`config.mk`:
```
export PLATFORM = sky130hd
export DESIGN_NAME = iterative_shifter
export DESIGN_NICKNAME = d
export VERILOG_FILES = /design/src/rtl/iterative_shifter_pkg.sv /design/src/rtl/iterative_shifter_shift_step.sv /design/src/rtl/iterative_shifter.sv
export SDC_FILE = /design/constraint.sdc
export NUM_CORES = 1
export LEC_CHECK = 0
export CORE_UTILIZATION = 40
export CTS_CLUSTER_SIZE = 20
export DETAILED_ROUTE_END_ITERATION = 8
export HOLD_SLACK_MARGIN = 0.05
export RECOVER_POWER = 50
export SETUP_SLACK_MARGIN = 0.5
export SYNTH_ARGS = -nofsm -noshare
export SYNTH_HDL_FRONTEND = slang
export SYNTH_HIERARCHICAL = 1
export SYNTH_SLANG_ARGS = --single-unit
```
`constraint.sdc`:
```
create_clock -name clock -period 2.7 [get_ports clock]
set_input_delay 0.675 -clock clock [delete_from_list [all_inputs] [get_ports clock]]
set_output_delay 0.675 -clock clock [all_outputs]
set_load 0.03 [all_outputs]
```
`src/rtl/iterative_shifter_pkg.sv`:
```
// Shared op codes and FSM encoding for the iterative shifter.
// Optional rotate support is enabled with ITER_SHIFTER_ROTATE_EN.
package iterative_shifter_pkg;

    localparam logic [1:0] OP_SLL = 2'b00;
    localparam logic [1:0] OP_SRL = 2'b01;
    localparam logic [1:0] OP_SRA = 2'b10;
    localparam logic [1:0] OP_ROR = 2'b11;

    typedef enum logic [1:0] {
        ST_IDLE  = 2'd0,
        ST_SHIFT = 2'd1,
        ST_DONE  = 2'd2
    } state_t;

endpackage

```
`src/rtl/iterative_shifter_shift_step.sv`:
```
// One combinational shift step of up to STEP bits.
// Rotate-right is built only when ITER_SHIFTER_ROTATE_EN is defined.
module iterative_shifter_shift_step
    import iterative_shifter_pkg::*;
#(
    parameter int unsigned WIDTH = 32,
    parameter int unsigned STEP  = 1,
    localparam int unsigned KW   = $clog2(STEP) + 1
) (
    input  logic [WIDTH-1:0] work_i,
    input  logic [1:0]       op_i,
    input  logic [KW-1:0]    k_i,
    input  logic             fill_msb_i,
    output logic [WIDTH-1:0] shifted_o
);

    logic [WIDTH-1:0] srl;
    logic [WIDTH-1:0] hi_mask;

    assign srl     = work_i >> k_i;
    assign hi_mask = ~({WIDTH{1'b1}} >> k_i);

`ifdef ITER_SHIFTER_ROTATE_EN
    localparam int unsigned RW = $clog2(WIDTH) + 1;
    logic [RW-1:0] lsh;
    // k=0 gives a left shift of WIDTH, which yields zero
    assign lsh = RW'(WIDTH) - RW'(k_i);
`endif

    always_comb begin
        shifted_o = work_i;
        unique case (op_i)
            OP_SLL: shifted_o = work_i << k_i;
            OP_SRL: shifted_o = srl;
            OP_SRA: shifted_o = srl | (fill_msb_i ? hi_mask : '0);
            default: begin
`ifdef ITER_SHIFTER_ROTATE_EN
                shifted_o = srl | (work_i << lsh);
`else
                shifted_o = work_i;
`endif
            end
        endcase
    end

endmodule

```
`src/rtl/iterative_shifter.sv`:
```
// Multi-cycle SLL/SRL/SRA shifter, up to STEP bits per clock.
// Define ITER_SHIFTER_ROTATE_EN to enable op 11 as rotate-right.
module iterative_shifter
    import iterative_shifter_pkg::*;
#(
    parameter int unsigned WIDTH   = 32,
    parameter int unsigned STEP    = 1,
    localparam int unsigned SHAMT_W = $clog2(WIDTH)
) (
    input  logic               clock,
    input  logic               reset,
    input  logic               start_i,
    input  logic [1:0]         op_i,
    input  logic [WIDTH-1:0]   data_i,
    input  logic [SHAMT_W-1:0] shamt_i,
    output logic               ready_o,
    output logic               valid_o,
    output logic [WIDTH-1:0]   result_o
);

    localparam int unsigned KW = $clog2(STEP) + 1;

    state_t             state_q, state_d;
    logic [WIDTH-1:0]   work_q, work_d;
    logic [WIDTH-1:0]   result_q, result_d;
    logic [SHAMT_W-1:0] rem_q, rem_d;
    logic [1:0]         op_q, op_d;
    logic               fill_q, fill_d;

    logic [SHAMT_W:0]   rem_ext;
    logic [SHAMT_W:0]   k_full;
    logic [KW-1:0]      k;
    logic [SHAMT_W-1:0] shamt_eff;
    logic [WIDTH-1:0]   shifted;

    assign rem_ext = {1'b0, rem_q};
    assign k_full  = (rem_ext < (SHAMT_W+1)'(STEP)) ? rem_ext
                                                    : (SHAMT_W+1)'(STEP);
    assign k       = KW'(k_full);

`ifdef ITER_SHIFTER_ROTATE_EN
    assign shamt_eff = shamt_i;
`else
    // Without rotate, op 11 completes as a zero-length shift
    assign shamt_eff = (op_i == OP_ROR) ? '0 : shamt_i;
`endif

    iterative_shifter_shift_step #(
        .WIDTH(WIDTH),
        .STEP (STEP)
    ) u_step (
        .work_i    (work_q),
        .op_i      (op_q),
        .k_i       (k),
        .fill_msb_i(fill_q),
        .shifted_o (shifted)
    );

    always_comb begin
        state_d  = state_q;
        work_d   = work_q;
        result_d = result_q;
        rem_d    = rem_q;
        op_d     = op_q;
        fill_d   = fill_q;
        unique case (state_q)
            ST_IDLE: begin
                if (start_i) begin
                    work_d = data_i;
                    op_d   = op_i;
                    fill_d = data_i[WIDTH-1];
                    rem_d  = shamt_eff;
                    if (shamt_eff != '0) begin
                        state_d = ST_SHIFT;
                    end else begin
                        state_d  = ST_DONE;
                        result_d = data_i;
                    end
                end
            end
            ST_SHIFT: begin
                work_d = shifted;
                rem_d  = SHAMT_W'(rem_ext - k_full);
                if (rem_d == '0) begin
                    state_d  = ST_DONE;
                    result_d = shifted;
                end
            end
            ST_DONE: state_d = ST_IDLE;
            default: state_d = ST_IDLE;
        endcase
    end

    always_ff @(posedge clock) begin
        if (reset) begin
            state_q  <= ST_IDLE;
            work_q   <= '0;
            result_q <= '0;
            rem_q    <= '0;
            op_q     <= OP_SLL;
            fill_q   <= 1'b0;
        end else begin
            state_q  <= state_d;
            work_q   <= work_d;
            result_q <= result_d;
            rem_q    <= rem_d;
            op_q     <= op_d;
            fill_q   <= fill_d;
        end
    end

    assign ready_o  = (state_q == ST_IDLE);
    assign valid_o  = (state_q == ST_DONE);
    assign result_o = result_q;

endmodule

```
==> impl_results.md, run 1 <==
- Area contributors post-synth: dfxtp_1 32%, mux2_2 14%, a211oi_2 7.9%, o22ai_1 7.9%, nor2_1 6.2%
- Max Clk Rate: 0.431 GHz
- Worst Path Required: 2970 ps
- Final period util: 86.0%
- CP cell instances: nor3_2 -> nand2_2 -> nand2b_1 -> clkbuf_2 -> o22ai_1 -> a21oi_1 -> mux2_2 -> a211oi_2 -> a211oi_2
- Max cap viols: 1
- Number of diodes: 0
- Post-synthesis sequential area ratio: 32.4%
- CTS tree: done
- Antenna violation net count after detailed routing: 0
- Cells after DPL: 726
- WHS: 452 ps
- Reg clk slew, reported paths: 60 ps
- Worst reg-to-reg path cell count: 9
- Drt first pass iters: 5
- Max Fanout on Critical Path: 29
- Syn. warnings: 6
- Worst path buffer plus inverter count: 1
- Worst Max-Slew Pin Slew: 1640 ps
- Antenna violations before repair: 0
- RSZ-0062 raised after global routing: true
- Unique cell type count in the Yosys netlist: 41
- CTS Buffer Depth: 2
- Status: complete, but fails checks
- Worst-Skew Late Latency: 340 ps
- TritonCTS Buffers: 9
- Layout cell share with drive strength beyond 1: 30.1%
- Die area: 0.0119 mm^2
- Setup slack after layout: 378 ps
- Top Ports: 76
- Worst VDD drop: 0.000353 V
- Layout Skew: 3.74 ps
- Crit path DAT: 2590 ps
- Post-synth EDFFs: 0
- Initial Util: 41.6%
- Synth Flop Type: dfxtp_1
- Layout Cells excl Fill: 752
- Fillcell total: 1035
- DR WL/cell: 17.7 um
- PwrDens: 746 mW/mm^2
- Max incr delay on CP: 520 ps
- Largest net degree at the start of global routing: 37
- Post-synthesis cell count: 544
- Fin. max-slew vios: 25
- Core area: 0.0110 mm^2
- Final setup fails: 0
- Via count: 4388
- Slew headroom: -9.63%
- Die Span X: 109 um
- Top cell type's share of synthesized area: 32.4%
- Setup CP Type: flip-flop to flip-flop
- Min cycle time layout: 2320 ps
- Hold buffers post-CTS: 0
- Global-route wire length before repair: 21.6 mm
- Endpoint type of the worst setup path: flip-flop
- Worst path most repeated cell: a211oi_2
- Area Overhead vs Synth: 34.0%
- Flops & latches, synth: 74
- H-tree Lvls: 3
- Clk sinks: 74
- Top delay family on crit path: compound AO/OA/AOI/OAI gates
- Pleak: 2.29 nW
- Detailed placer's ending HPWL: 7.87 mm
- Worst setup SP type: flip-flop
- Final Power: 4.57 mW
- Die Span Y: 109 um
- Cell accounting for the most synthesized area: dfxtp_1
- Average vias per placed instance: 5.84
- Total GRT Usage: 23.6%
- Drt drc: 0
- Final wirelength: 13.3 mm
- Hold Path Stages: 2
- Nets: 650
- Synthesized area: 0.00457 mm^2
- Clk root buf: clkbuf_16
- Synth Net Count: 587
- IO Port Bufs: 75
- Remaining global-route overflow: 0
- Number of global-route vias before repair: 4226
- GP Congestion: 0.840
- Starting DRT DRC Count: 350
- Placement Rows: 38
- Crit path max-delay cell type: clkbuf_2
- Post-Place Worst Slack: -232 ps
- Failing checks: max-capacitance violations, max-slew violations
- Post-synth ARST share: 0%
- HP Class: flip-flop to flip-flop
- Mapped Avg Cell Area: 8.40 um^2
- Final Hold Viols: 0
- Levels on crit path: 9
[per-layer routing]
layer / track usage (%) / part of all wire (%) / vias up / routed length [um]
li1: - / - / 2134 / -
met1: 32.9 / 48 / 2095 / 6370
met2: 35.4 / 45 / 138 / 5930
met3: 4.06 / 5.2 / 21 / 689
met4: 10.4 / 2.2 / 0 / 294
met5: 0 / 0 / - / 0
[cells in the final DEF, fill, tap and decap left out, types with 4 or more instances in the layout]
cell,instances
o21ai_1,6
buf_12,5
a21oi_1,36
inv_1,35
clkdlybuf4s50_1,35
a211oi_1,5
dfxtp_2,4
mux2_2,52
a21o_4,4
nor3_1,32
dlygate4sd3_1,32
nand2_1,7
a211oi_2,60
clkbuf_16,9
nor2_1,74
dfxtp_1,70
mux2_1,9
clkbuf_8,4
buf_4,15
o22ai_1,58
[logic make-up (layout without fill, tap and decap cells)]
logic type,after synthesis,count (layout),share of synthesized area (%)
simple gates,135,135,13.2
flops,74,74,32.4
fa+ha+maj,1,1,0.274
compound gates,182,186,29.8
mux,61,61,15.0
buf+inv,91,155,9.28
[registers in the layout (all words and copies together), names as in the netlist]
name,cells
fill_q,1
result_o,32
rem_q,5
op_q,2
work_q,32
state_q,2
[synth_stat cells, drive strengths merged, types with 2 or more instances]
cell / instances
dfxtp: 74
a311oi: 2
nor3: 33
a22o: 2
inv: 37
nand2b: 4
nor2b: 4
a21o: 2
nand2: 8
a221o: 3
a211oi: 66
o22ai: 58
a21oi: 36
clkbuf: 32
buf: 22
nor2: 76
o21ai: 7
mux2: 61
nor3b: 3
nor4: 2
[tightest hold or removal path: stages, from the launching register on]
cell      delay, ps
dfxtp_1         310
inv_1            50
a211oi_1         50
[power by group]
group	internal [mW]	total (mW)	switching, mW
Combinational	0.821	1.87	1.05
Clock	0.818	1.28	0.460
Sequential	1.25	1.42	0.162
[path summary, 6_finish.rpt]
check | startpoint | end | slack (ps)
min | result_o[26] | result_o[26] | 450
max | rem_q[2] | result_o[15] | 380
min reg2reg | result_o[26] | result_o[26] | 450
max reg2reg | rem_q[2] | result_o[15] | 380
[stage by stage]
stage	utilization (%)	cell area, um^2	setup TNS [ps]
detailed placement	50.7	5570	-6430
floorplan	-	4730	0
finish	55.8	6120	0
CTS	55.5	6090	0
global placement	50.7	5570	-4830
global route	55.8	6120	0
[final cells by class]
class / instances / area, um^2 / share of cell area (%)
clock buffers: 15 / 288 / 4.70
clock inverters: 1 / 30.0 / 0.490
inverters: 37 / 139 / 2.27
multi-input cells: 383 / 2960 / 48.4
flip-flops and latches: 74 / 1490 / 24.3
well taps: 140 / 175 / 2.86
repair buffers: 102 / 1040 / 17.0
[repair_timing]
item	4_1_cts	5_1_grt
gates cloned	5	0
setup buffers	5	0
endpoints found under the setup margin	35	32
gates resized for setup	38	16
pin swaps	28	6
(Power assumes the default switching activity.)
==> run 2: changes to the inputs <==
- CORE_UTILIZATION: 40 -> 25
- SKIP_LAST_GASP: default -> 1
==> run 2 against run 1 <==
  * The run now ends clean
  * Non-clock buffer count is 13 higher
  * Worst setup slack gained 23 ps
  * Sequential power about the same
  * Routed wire length grew 16%
  * Via count up 3.2%
  * Highest routed layer unchanged
==> impl_results.md, run 2 (same netlist as run 1, synthesis figures left out) <==
- Status: complete, no violations
- Pleak: 2.40 nW (+4.8%)
- Worst Path Required: 2960 ps (about the same)
- Die area: 0.0188 mm^2 (+59%)
- Slew headroom: 56.0% (+66 points)
- Max Clk Rate: 0.435 GHz (+1.0%)
- Post-Place Worst Slack: -232 ps (+0.175 ps)
- Worst Max-Slew Pin Slew: 658 ps (-986 ps)
- Setup CP Type: primary input to flip-flop
- Area taken by multi-input logic gates: 0.00308 mm^2 (+4.1%)
- Number of diodes: 0 (unchanged)
- Nets: 664 (+2.2%)
- Final Hold Viols: 0 (unchanged)
- Drt drc: 0 (unchanged)
- Final period util: 85.1% (-0.86 points)
- Remaining global-route overflow: 0 (unchanged)
- Die Span X: 137 um (+26%)
- Detailed placer's ending HPWL: 8.65 mm (+9.9%)
- Max incr delay on CP: 540 ps (+20 ps)
- Worst setup SP type: primary input
- Total GRT Usage: 16.4% (-7.2 points)
- Top Ports: 76 (unchanged)
- Setup slack after layout: 401 ps (+23.3 ps)
- Fin. max-slew vios: 0 (-100%)
- CTS Buffer Depth: 2 (unchanged)
- Worst VDD drop: 0.000359 V (+1.6%)
- Max Fanout on Critical Path: 8 (-72%)
- Crit path max-delay cell type: or4_4
- Core area: 0.0180 mm^2 (+64%)
- Clk sinks: 74 (unchanged)
- Crit path DAT: 2550 ps (-40 ps)
- Layout cell share with drive strength beyond 1: 31.3% (+1.2 points)
- Endpoint type of the worst setup path: flip-flop
- Global-route layer with the greatest usage: met2
- Area Overhead vs Synth: 43.7%
- RSZ-0062 raised after global routing: true
- Layout Skew: 8.24 ps (+4.50 ps)
- Max cap viols: 0 (-1)
- Via count: 4528 (+3.2%)
- GP Congestion: 0.748 (-11%)
- CTS tree: done
- Layout Cells excl Fill: 855 (+14%)
- Largest net degree at the start of global routing: 75 (+100%)
- HP Class: flip-flop to flip-flop
- Die Span Y: 137 um (+26%)
- Antenna violation net count after detailed routing: 0 (unchanged)
- DR WL/cell: 18.0 um (+1.7%)
- Drt first pass iters: 5 (unchanged)
- Fillcell total: 1793 (+73%)
- IO Port Bufs: 75 (unchanged)
- Hold Path Stages: 2 (unchanged)
- Hold buffers post-CTS: 0 (unchanged)
- Worst reg-to-reg path cell count: 9 (unchanged)
- Average vias per placed instance: 5.30 (-9.2%)
- Min cycle time layout: 2300 ps (-23.3 ps)
- H-tree Lvls: 3 (unchanged)
- Worst-Skew Late Latency: 340 ps (about the same)
- Final setup fails: 0 (unchanged)
- CP cell instances: clkbuf_2 -> or4_4 -> or3_1 -> buf_12 -> a21o_4 -> a211oi_2
- Final wirelength: 15.4 mm (+16%)
- Reg clk slew, reported paths: 60 ps (about the same)
- Clk root buf: clkbuf_16
- Cells after DPL: 818 (+13%)
- Number of global-route vias before repair: 4273 (+1.1%)
- Met3 usage: 3.53% (-0.53 points)
- Commonest non-fill, non-tap cell in the layout: nor2_1
- Grt met2 use: 25.7% (-9.8 points)
- PwrDens: 725 mW/mm^2 (-2.8%)
- Initial Util: 25.4% (-16 points)
- Placement Rows: 49 (+29%)
- M1 GR Usage: 23.3% (-9.6 points)
- Antenna violations before repair: 0 (unchanged)
- Global-route wire length before repair: 23.8 mm (+10%)
- Most frequent cells in the layout: 75 x nor2_1, 70 x dfxtp_1, 58 x o22ai_1
- TritonCTS Buffers: 9 (unchanged)
- Starting DRT DRC Count: 451 (+29%)
- Register Area: 0.00149 mm^2 (+0.17%)
==> run 2: changes by cell type in the layout (fill, tap and decap cells not counted), sizes merged, moves of 2 or more <==
| cell | change |
|---|---|
| clkdlybuf4s50 | +2 |
| dlygate4sd3 | -2 |
| clkbuf | -4 |
| clkinv | +2 |
| buf | +11 |
==> run 2: area by class of cell <==
class | count | area share, %
flip-flops and latches | 74 | 22.7
clock inverters | 5 | 1.18
multi-input cells | 384 | 47.0
inverters | 37 | 2.12
clock buffers | 11 | 3.70
repair buffers | 115 | 19.0
well taps | 229 | 4.36
==> run 2: timing repair <==
item	4_1_cts	5_1_grt
resized for setup	49	32
setup endpoints to repair	62	49
setup buffers	8	2
pin swaps	10	23
cloned	9	2
==> run 2: metal layers <==
layer / share of wire, % / vias up / wire, um
li1: - / 2165 / -
met1: 47 / 2168 / 7190
met2: 46 / 182 / 7070
met3: 6.5 / 13 / 991
met4: 0.72 / 0 / 111
met5: 0 / - / 0
==> run 2: critical path: cells and delay by family <==
family | cells | cell delay, ps
buffers and inverters | 2 | 300
AND/OR/NAND/NOR | 2 | 1060
AO/OA/AOI/OAI | 2 | 510
==> run 2: path summary, 6_finish.rpt <==
check | startpoint | to | slack (ps)
worst max-delay path | shamt_i[0] | result_o[9] | 400
worst min register to register | result_o[8] | result_o[8] | 460
worst min-delay path | result_o[8] | result_o[8] | 460
worst max register to register | rem_q[1] | result_o[18] | 460
==> run 2: per-stage QoR <==
step | hold WS [ps] | total power [mW] | TNS, ps | area, um^2 | utilization, %
after CTS | 465 | 4.66 | 0 | 6390 | 35.6
after global routing | 478 | 5.02 | 0 | 6570 | 36.6
final | 458 | 4.76 | 0 | 6570 | 36.6
after global placement | 448 | 3.21 | -4790 | 5690 | 31.7
after detailed placement | 457 | 3.23 | -6000 | 5690 | 31.7
after floorplan | 455 | 2.72 | 0 | 4730 | -
==> run 2: power by group <==
group	total (mW)	switching, mW	internal [mW]	leakage [nW]
Sequential	1.42	0.166	1.25	0.614
Clock	1.31	0.479	0.832	0.156
Combinational	2.03	1.13	0.897	1.63
Total	4.76	1.78	2.98	2.40
